## config.mk

```make
export PLATFORM = sky130hd
export DESIGN_NAME = sig_pipe_stage
export DESIGN_NICKNAME = d
export VERILOG_FILES = /design/src/rtl/sig_pipe_pkg.sv /design/src/rtl/sig_pipe_slice.sv /design/src/rtl/sig_pipe_stage.sv
export SDC_FILE = /design/constraint.sdc
export NUM_CORES = 1
export LEC_CHECK = 0
export CAP_MARGIN = 20
export CORE_MARGIN = 10
export CORE_UTILIZATION = 55
export CTS_BUF_LIST = sky130_fd_sc_hd__clkbuf_16
export CTS_CLUSTER_SIZE = 25
export DETAILED_ROUTE_END_ITERATION = 6
export PLACE_DENSITY = 0.82
export SYNTH_ARGS = -nofsm -noshare
export SYNTH_HDL_FRONTEND = slang
export SYNTH_HIERARCHICAL = 1
export SYNTH_SLANG_ARGS = --single-unit
export TNS_END_PERCENT = 1
```

## constraint.sdc

```tcl
create_clock -name clk -period 4.35 [get_ports clk]
set_input_delay 0.87 -clock clk [delete_from_list [all_inputs] [get_ports clk]]
set_output_delay 0.87 -clock clk [all_outputs]
set_load 0.05 [all_outputs]
```

## src/rtl/sig_pipe_pkg.sv

```systemverilog
// Shared types and constants for the sig_a/sig_b register pipeline.
package sig_pipe_pkg;

  // Deepest pipeline the slice chain is built for.
  localparam int unsigned SIG_PIPE_MAX_STAGES = 8;

  // Default field widths of the downstream split-assign stage.
  localparam int unsigned SIG_A_W_DEFAULT = 1;
  localparam int unsigned SIG_B_W_DEFAULT = 1;

  // Packed bus payload at default widths; sig_a occupies the MSBs.
  typedef struct packed {
    logic [SIG_A_W_DEFAULT-1:0] sig_a;
    logic [SIG_B_W_DEFAULT-1:0] sig_b;
  } sig_bundle_t;

  // Width of the packed {sig_a, sig_b} bus for arbitrary field widths.
  function automatic int unsigned sig_bundle_w(input int unsigned a_w, input int unsigned b_w);
    return a_w + b_w;
  endfunction

endpackage

```

## src/rtl/sig_pipe_slice.sv

```systemverilog
// One skid-buffered register slice: registered ready, full throughput.
module sig_pipe_slice #(
  parameter int unsigned W = 2
) (
  input  logic         clk,
  input  logic         rst_n,
  input  logic         flush_i,
  input  logic         in_valid_i,
  output logic         in_ready_o,
  input  logic [W-1:0] in_data_i,
  output logic         out_valid_o,
  input  logic         out_ready_i,
  output logic [W-1:0] out_data_o
);

  logic         main_valid_q, main_valid_d;
  logic         skid_valid_q, skid_valid_d;
  logic [W-1:0] main_q, main_d;
  logic [W-1:0] skid_q, skid_d;
  logic         accept;
  logic         take;

  // Upstream may only push while the skid register is free.
  assign in_ready_o  = !skid_valid_q;
  assign out_valid_o = main_valid_q;
  assign out_data_o  = main_q;

  assign accept = in_valid_i && !skid_valid_q;
  assign take   = main_valid_q && out_ready_i;

  // Next-state: refill main from skid first, otherwise from the input.
  always_comb begin
    main_valid_d = main_valid_q;
    skid_valid_d = skid_valid_q;
    main_d       = main_q;
    skid_d       = skid_q;
    if (flush_i) begin
      main_valid_d = 1'b0;
      skid_valid_d = 1'b0;
    end else if (take) begin
      if (skid_valid_q) begin
        main_d       = skid_q;
        skid_valid_d = 1'b0;
      end else if (accept) begin
        main_d = in_data_i;
      end else begin
        main_valid_d = 1'b0;
      end
    end else if (accept) begin
      if (!main_valid_q) begin
        main_valid_d = 1'b1;
        main_d       = in_data_i;
      end else begin
        skid_valid_d = 1'b1;
        skid_d       = in_data_i;
      end
    end
  end

  // Slice state registers.
  always_ff @(posedge clk or negedge rst_n) begin
    if (!rst_n) begin
      main_valid_q <= 1'b0;
      skid_valid_q <= 1'b0;
      main_q       <= '0;
      skid_q       <= '0;
    end else begin
      main_valid_q <= main_valid_d;
      skid_valid_q <= skid_valid_d;
      main_q       <= main_d;
      skid_q       <= skid_d;
    end
  end

endmodule

```

## src/rtl/sig_pipe_stage.sv

```systemverilog
// Packs {sig_a, sig_b} and carries it through STAGES skid-buffered slices.
module sig_pipe_stage
  import sig_pipe_pkg::*;
#(
  parameter int unsigned A_W    = 1,
  parameter int unsigned B_W    = 1,
  parameter int unsigned STAGES = 2
) (
  input  logic                           clk,
  input  logic                           rst_n,
  input  logic                           in_valid,
  output logic                           in_ready,
  input  logic [A_W-1:0]                 in_sig_a,
  input  logic [B_W-1:0]                 in_sig_b,
  input  logic                           flush,
  output logic                           out_valid,
  input  logic                           out_ready,
  output logic [A_W+B_W-1:0]             pipelined_signals,
  output logic [$clog2(2*STAGES+1)-1:0]  occupancy
);

  localparam int unsigned W     = sig_bundle_w(A_W, B_W);
  localparam int unsigned OCC_W = $clog2(2*STAGES+1);

  // Payload at this instance's field widths.
  typedef struct packed {
    logic [A_W-1:0] sig_a;
    logic [B_W-1:0] sig_b;
  } bundle_t;

  bundle_t          in_bundle;
  logic             valid_c [STAGES+1];
  logic             ready_c [STAGES+1];
  logic [W-1:0]     data_c  [STAGES+1];
  logic             in_fire;
  logic             out_fire;
  logic [OCC_W-1:0] occ_q, occ_d;

  // Pack with sig_a on the MSB side.
  assign in_bundle.sig_a = in_sig_a;
  assign in_bundle.sig_b = in_sig_b;

  assign valid_c[0]       = in_valid;
  assign data_c[0]        = W'(in_bundle);
  assign in_ready         = ready_c[0];
  assign ready_c[STAGES]  = out_ready;
  assign out_valid        = valid_c[STAGES];
  assign pipelined_signals = data_c[STAGES];

  // Slice chain; flush fans out to every slice.
  for (genvar s = 0; s < STAGES; s++) begin : g_slice
    sig_pipe_slice #(.W(W)) u_slice (
      .clk         (clk),
      .rst_n       (rst_n),
      .flush_i     (flush),
      .in_valid_i  (valid_c[s]),
      .in_ready_o  (ready_c[s]),
      .in_data_i   (data_c[s]),
      .out_valid_o (valid_c[s+1]),
      .out_ready_i (ready_c[s+1]),
      .out_data_o  (data_c[s+1])
    );
  end

  assign in_fire   = in_valid && in_ready;
  assign out_fire  = out_valid && out_ready;
  assign occupancy = occ_q;

  // Beat count: flush wins, simultaneous in/out leaves it unchanged.
  always_comb begin
    occ_d = occ_q;
    if (flush) begin
      occ_d = '0;
    end else if (in_fire && !out_fire) begin
      occ_d = occ_q + OCC_W'(1);
    end else if (!in_fire && out_fire) begin
      occ_d = occ_q - OCC_W'(1);
    end
  end

  // Occupancy register.
  always_ff @(posedge clk or negedge rst_n) begin
    if (!rst_n) begin
      occ_q <= '0;
    end else begin
      occ_q <= occ_d;
    end
  end

endmodule

```

==> results.md, run 1 <==
* Area post-placement at 1010 µm²
* Total Nets Final at 97
* Die Wd at 59.5 µm
* Synth warn at 6
* Starting density of the core at 57.7%
* Hold Crit Class: register to register
* Fraction of layout instances using a drive strength above 1 at 22.7%
* H-tree depth at 1
* Yosys top cell area share at 43.7%
* Final TNS setup at 0 ps
* Antenna Violating Nets Remaining at 0
* Compound-cell area share of the yosys netlist at 12.2%
* Synth area leaders: dfrtp_1 (44%), mux2_1 (13%), mux2_2 (5.2%)
* Slowest cell on crit path: clkdlybuf4s50_1
* Delay of the slowest cell on the worst path at 880 ps
* Final setup skew at 6.08 ps
* Total Wirelength at 1600 µm
* Worst r2r path cells at 7
* Cell Rows at 14
* Crit path max fanout at 12
* Yosys cell types at 23
* Final Slew Violations at 0
* CP Launch Type: register
* Hold path endpoint: g_slice[1].u_slice/skid_q[1]
* Gr usage total at 10.7%
* R2r startpoint: g_slice[0].u_slice/skid_valid_q
* Hold Crit Start: g_slice[1].u_slice/skid_q[1]
* Crit-path leading delay family: buffers and inverters
* Pre-antenna DRT Iters at 4
* Pin count of the biggest net entering global routing at 17
* MaxCap Viol Count at 0
* Gp weighted congestion at 0.683
* Avg Cell Area, Syn at 12.1 µm²
* Measured slew at the worst slew-check pin at 660 ps
* Placed cell count at 100
* Fmax at 0.392 GHz
* Total power at 0.495 mW
* Final hold vios at 0
* Post-synth EDFFs at 0
* IO Port Bufs at 13
* Gates resized, CTS repair at 0
* Detail Placement HPWL at 1250 µm
* Async SR Flop Fraction at 100%
* Arrival time at the worst endpoint at 1680 ps
* Worst path buffer plus inverter count at 1
* Power Density at 454 nW/µm²
* Most common cell in the netlist: dfrtp_1
* Utilization after layout at 73.2%
* CP Launch Point: g_slice[1].u_slice/out_valid_o
* Via/cell ratio at 5.64
* RR Endpoint: occupancy[2]
* TritonCTS Buffers at 3
* DR iter-0 viols at 5
* Top post-synthesis cells by count: dfrtp_1 (15), mux2_1 (10), inv_1 (7)
* Flop2flop setup slack at 2530 ps
* Worst skew pair latency at 250 ps
* Period Utilization, post-route at 58.6%
* CTS sink cnt at 15
* Pre-CTS setup slack at 1580 ps
* Maximum root-to-sink buffer count at 2
* Initial antenna violation count at 0
* Die Y at 59.5 µm
* Synth Area in Simple Gates at 17.3%
* Mux cell area share after synthesis at 19.5%
* Setup-failing EPs final at 0
* Dominant register cell in the synthesized netlist: dfrtp_1
* Global-route wire length before repair at 2820 µm
* Largest family of logic cells by synthesized area: multiplexers
* Vias in the first global route at 635
* Setup Fix Bufs, Post-CTS at 0
* Post-Synthesis Cells at 71
* Critical path class: register to primary output
* Hold slack at 476 ps
* FF+latch count, synth at 15
* Critical path required time at 3480 ps
* Post-Syn Nets at 79
* Hold-fix buffers, CTS at 0
* Via count at 587
* CTS tree: built
* Pleak at 0.464 nW
* # DRC at 0
* Post-synth top area cell: dfrtp_1
* Final min period at 2550 ps
* Rel. slew slack at 55.9%
* Final Worst Setup Slack at 1800 ps
* Area Overhead vs Synth at 26.8%
* Worst hold stages at 1
* Adder-cell share of the synthesized area at 2.33%
* Antenna diodes at 0
* Seq/Total Area, Yosys at 43.7%
* Cell area after layout at 1090 µm²
* WL per Instance at 15.4 µm
* RSZ-0062 raised after global routing: false
* Mapped cell area at 860 µm²
* VDD IR max at 0.000358 V
* Core area at 1490 µm²
* Global route total overflow at 0
* Die ar. at 3540 µm²
* Ports at 14
* Crit path capture type: primary output
* Xor and xnor area share after synthesis at 1.89%
* Reg clk slew, reported paths at 40 ps
* Clk root buf: clkbuf_16
* Critical path cell sequence: clkdlybuf4s50_1
* Cell Count, Final, Fillers Out at 104
* Status: finished clean
## layout by cell type (no fill, tap or decap), drive strengths merged, types with 3 or more instances in the layout
cell type,instances
clkbuf,3
dfrtp,15
a21oi,5
mux2,14
nand2,5
inv,7
nor2,5
clkdlybuf4s50,13
## final cells by class
class / instances / area (µm²)
Multi-Input combinational cell: 49 / 458
Fill cell: 109 / 399
Sequential cell: 15 / 375
Timing Repair Buffer: 13 / 130
Clock buffer: 3 / 75.1
Inverter: 7 / 26.3
Tap cell: 16 / 20.0
Clock inverter: 1 / 5.00
## state kept, by name, summed over array words and instances (netlist names)
name / flops
g_slice.u_slice/out_data_o: 4
g_slice.u_slice/out_valid_o: 2
g_slice.u_slice/skid_q: 4
g_slice.u_slice/skid_valid_q: 2
occupancy: 3
## how the worst max path moves through the flow
stage                               to  cells past startpoint  slack [ps]
after floorplan           occupancy[2]                      6        2390
after global placement    occupancy[2]                      7        1720
after detailed placement  occupancy[2]                      7        1580
after CTS                    out_valid                      1        1790
after global routing         out_valid                      1        1710
final                        out_valid                      1        1800
## power breakdown
group	internal, mW	switching [mW]
clock	0.123	0.0560
sequential	0.163	0.0166
combinational	0.0559	0.0814
total	0.341	0.154
## routing by layer
layer	track usage [%]	wire length, µm
met5	0	0
met4	5.77	27
met3	6.65	113
met2	15.5	760
met1	11.7	701
## cells by family after synthesis
logic type | after synthesis
mux | 15
simple gates | 18
flops | 15
xor+xnor | 1
buf+inv | 7
fa+ha+maj | 1
compound gates | 14
Note: power is estimated with default switching activity, not from simulation.
==> run 2: changes to the inputs <==
--- a/config.mk
+++ b/config.mk
@@ -7,11 +7,11 @@
 export LEC_CHECK = 0
 export CAP_MARGIN = 20
 export CORE_MARGIN = 10
-export CORE_UTILIZATION = 55
+export CORE_UTILIZATION = 51
 export CTS_BUF_LIST = sky130_fd_sc_hd__clkbuf_16
 export CTS_CLUSTER_SIZE = 25
 export DETAILED_ROUTE_END_ITERATION = 6
-export PLACE_DENSITY = 0.82
+export PLACE_DENSITY = 0.77
 export SYNTH_ARGS = -nofsm -noshare
 export SYNTH_HDL_FRONTEND = slang
 export SYNTH_HIERARCHICAL = 1
==> constraint.sdc (replaced) <==
create_clock -name clk -period 2.4 [get_ports clk]
set_input_delay 0.48 -clock clk [delete_from_list [all_inputs] [get_ports clk]]
set_output_delay 0.48 -clock clk [all_outputs]
set_load 0.05 [all_outputs]
==> results.md, run 2 (synthesized netlist as in run 1, its figures left out) <==
* H-tree depth at 1 (unchanged)
* Area Overhead vs Synth at 28.5% (was 26.8%)
* Delay of the slowest cell on the worst path at 880 ps (about the same)
* Arrival time at the worst endpoint at 1690 ps (was 1680 ps)
* Final Slew Violations at 0 (unchanged)
* Comb pwr share at 28.3% (was 27.7%)
* WL per Instance at 15.4 µm (about the same)
* VDD IR max at 0.000842 V (was 0.000358 V)
* Worst skew pair latency at 240 ps (was 250 ps)
* Flop2flop setup slack at 550 ps (was 2530 ps)
* Clock power share at 35.7% (was 36.1%)
* Final TNS setup at 0 ps (unchanged)
* Clk root buf: clkbuf_16 (unchanged)
* Total power at 0.902 mW (was 0.495 mW)
* RSZ-0062 raised after global routing: false (unchanged)
* Starting density of the core at 55.8% (was 57.7%)
* Detail Placement HPWL at 1220 µm (was 1250 µm)
* Final hold vios at 0 (unchanged)
* MaxCap Viol Count at 0 (unchanged)
* Cell Rows at 14 (unchanged)
* Hold-fix buffers, CTS at 0 (unchanged)
* Most common cell after layout, fill and taps aside: dfrtp_1 (unchanged)
* Reg clk slew, reported paths at 50 ps (was 40 ps)
* CP Depth at 1 (unchanged)
* Slowest cell on crit path: clkdlybuf4s50_1 (unchanged)
* Placed cell count at 102 (was 100)
* Maximum root-to-sink buffer count at 2 (unchanged)
* Core area at 1540 µm² (was 1490 µm²)
* Setup-failing EPs final at 0 (unchanged)
* Crit path max fanout at 12 (unchanged)
* # DRC at 0 (unchanged)
* Critical path required time at 1920 ps (was 3480 ps)
* DR iter-0 viols at 26 (was 5)
* Measured slew at the worst slew-check pin at 668 ps (was 660 ps)
* Rel. slew slack at 55.3% (was 55.9%)
* Sw Share at 31.1% (about the same)
* Commonest non-fill, non-tap cells in the layout: dfrtp_1 (15), clkdlybuf4s50_1 (13), mux2_1 (10), inv_1 (7) (unchanged)
* IO Port Bufs at 13 (unchanged)
* Antenna diodes at 0 (unchanged)
* Internal at 0.621 mW (was 0.341 mW)
* Cell Count, Final, Fillers Out at 106 (was 104)
* Initial antenna violation count at 0 (unchanged)
* Via/cell ratio at 5.71 (was 5.64)
* Worst path buffer plus inverter count at 1 (unchanged)
* Global-route wire length before repair at 2740 µm (was 2820 µm)
* Final setup skew at 3.45 ps (was 6.08 ps)
* Worst r2r path cells at 7 (unchanged)
* CP endpoint: out_valid (unchanged)
* Total Nets Final at 99 (was 97)
* CTS sink cnt at 15 (unchanged)
* Pre-antenna DRT Iters at 4 (unchanged)
* Die Y at 61.1 µm (was 59.5 µm)
* CTS tree: built (unchanged)
* Sequential power share at 36.1% (was 36.2%)
* Antenna Violating Nets Remaining at 0 (unchanged)
* Via count at 605 (was 587)
* Hold Crit Class: register to register (unchanged)
* Global route total overflow at 0 (unchanged)
* TritonCTS Buffers at 3 (unchanged)
* RR Endpoint: occupancy[2] (unchanged)
* Pleak at 0.474 nW (was 0.464 nW)
* Ports at 14 (unchanged)
* Fraction of layout instances using a drive strength above 1 at 24.4% (was 22.7%)
* Hold Crit Start: g_slice[1].u_slice/skid_q[0] (was g_slice[1].u_slice/skid_q[1])
* Setup Fix Bufs, Post-CTS at 0 (unchanged)
* Area post-placement at 1020 µm² (was 1010 µm²)
* Period Utilization, post-route at 90.4%
* Critical path class: register to primary output (unchanged)
* Fmax at 0.461 GHz
* Gp weighted congestion at 0.760 (was 0.683)
* R2r startpoint: g_slice[0].u_slice/skid_valid_q (unchanged)
* Power Density at 816 nW/µm² (was 454 nW/µm²)
* CP Launch Type: register (unchanged)
* Die ar. at 3730 µm² (was 3540 µm²)
* Pin count of the biggest net entering global routing at 16 (was 17)
* Status: finished clean (unchanged)
* CP Launch Point: g_slice[1].u_slice/out_valid_o (unchanged)
* Die Wd at 61.1 µm (was 59.5 µm)
* Critical path cell sequence: clkdlybuf4s50_1 (unchanged)
* Final min period at 2170 ps
* Vias in the first global route at 611 (was 635)
* Crit path capture type: primary output (unchanged)
* Crit-path leading delay family: buffers and inverters (unchanged)
* Total Wirelength at 1630 µm (was 1600 µm)
* Gr usage total at 9.37% (was 10.7%)
* Cell area after layout at 1100 µm² (was 1090 µm²)
* Psw at 0.281 mW (was 0.154 mW)
* Gates resized, CTS repair at 0 (unchanged)
-- run 2: worst reg2reg max path, delay by kind of cell, from the launching register on --
kind / cells / cell delay (ps)
compound gates: 3 / 560
fa+ha+maj: 1 / 240
buf+inv: 1 / 150
flops: 1 / 440
mux: 1 / 230
simple gates: 1 / 90
-- run 2: worst min-delay path by stage --
| stage | depth (start not counted) | endpoint |
|---|---|---|
| 2_1_floorplan | 0 | g_slice[0].u_slice/out_data_o[0] |
| 3_3_place_gp | 1 | g_slice[0].u_slice/skid_q[1] |
| 3_5_place_dp | 1 | g_slice[1].u_slice/skid_q[0] |
| 4_1_cts | 1 | g_slice[1].u_slice/skid_q[0] |
| 5_1_grt | 1 | g_slice[1].u_slice/skid_q[1] |
| 6_report | 1 | g_slice[1].u_slice/skid_q[0] |
-- run 2: power by group through the flow --
| stage | clock (mW) | combinational (mW) | sequential (mW) |
|---|---|---|---|
| 6_report | 0.322 | 0.255 | 0.325 |
| 5_1_grt | 0.341 | 0.272 | 0.332 |
| 4_1_cts | 0.330 | 0.258 | 0.326 |
| 3_5_place_dp | 0 | 0.254 | 0.329 |
| 3_3_place_gp | 0 | 0.254 | 0.327 |
| 2_1_floorplan | 0 | 0.0855 | 0.404 |
-- run 2: layout make-up --
type                    instances  area [µm²]
clock buffers                   3        75.1
clock inverters                 1        5.00
fillers                       112         437
inverters                       7        26.3
multi-input cells              49         458
flip-flops and latches         15         375
well taps                      16        20.0
repair buffers                 15         145
-- run 2: per-layer routing --
layer / vias up / global-route usage, % / part of all wire, %
met5: - / 0 / 0
met1: 285 / 12.1 / 45
met2: 20 / 13.0 / 44
li1: 300 / - / -
met3: 0 / 5.14 / 11
met4: 0 / 2.82 / 0
-- run 2: through the flow --
stage | utilization, % | setup WS, ps | hold slack, ps
floorplan | - | 466 | 184
global placement | 66.5 | 179 | 460
detailed placement | 66.5 | 70.1 | 472
CTS | 71.7 | 239 | 483
global route | 71.7 | 201 | 517
finish | 71.7 | 231 | 478
==> run 3: changes to the inputs <==
--- a/config.mk
+++ b/config.mk
@@ -16,4 +16,4 @@
 export SYNTH_HDL_FRONTEND = slang
 export SYNTH_HIERARCHICAL = 1
 export SYNTH_SLANG_ARGS = --single-unit
-export TNS_END_PERCENT = 1
+export TNS_END_PERCENT = 20
==> results of run 3 <==
Final layout, timing and power as in run 2 (identical DEF).
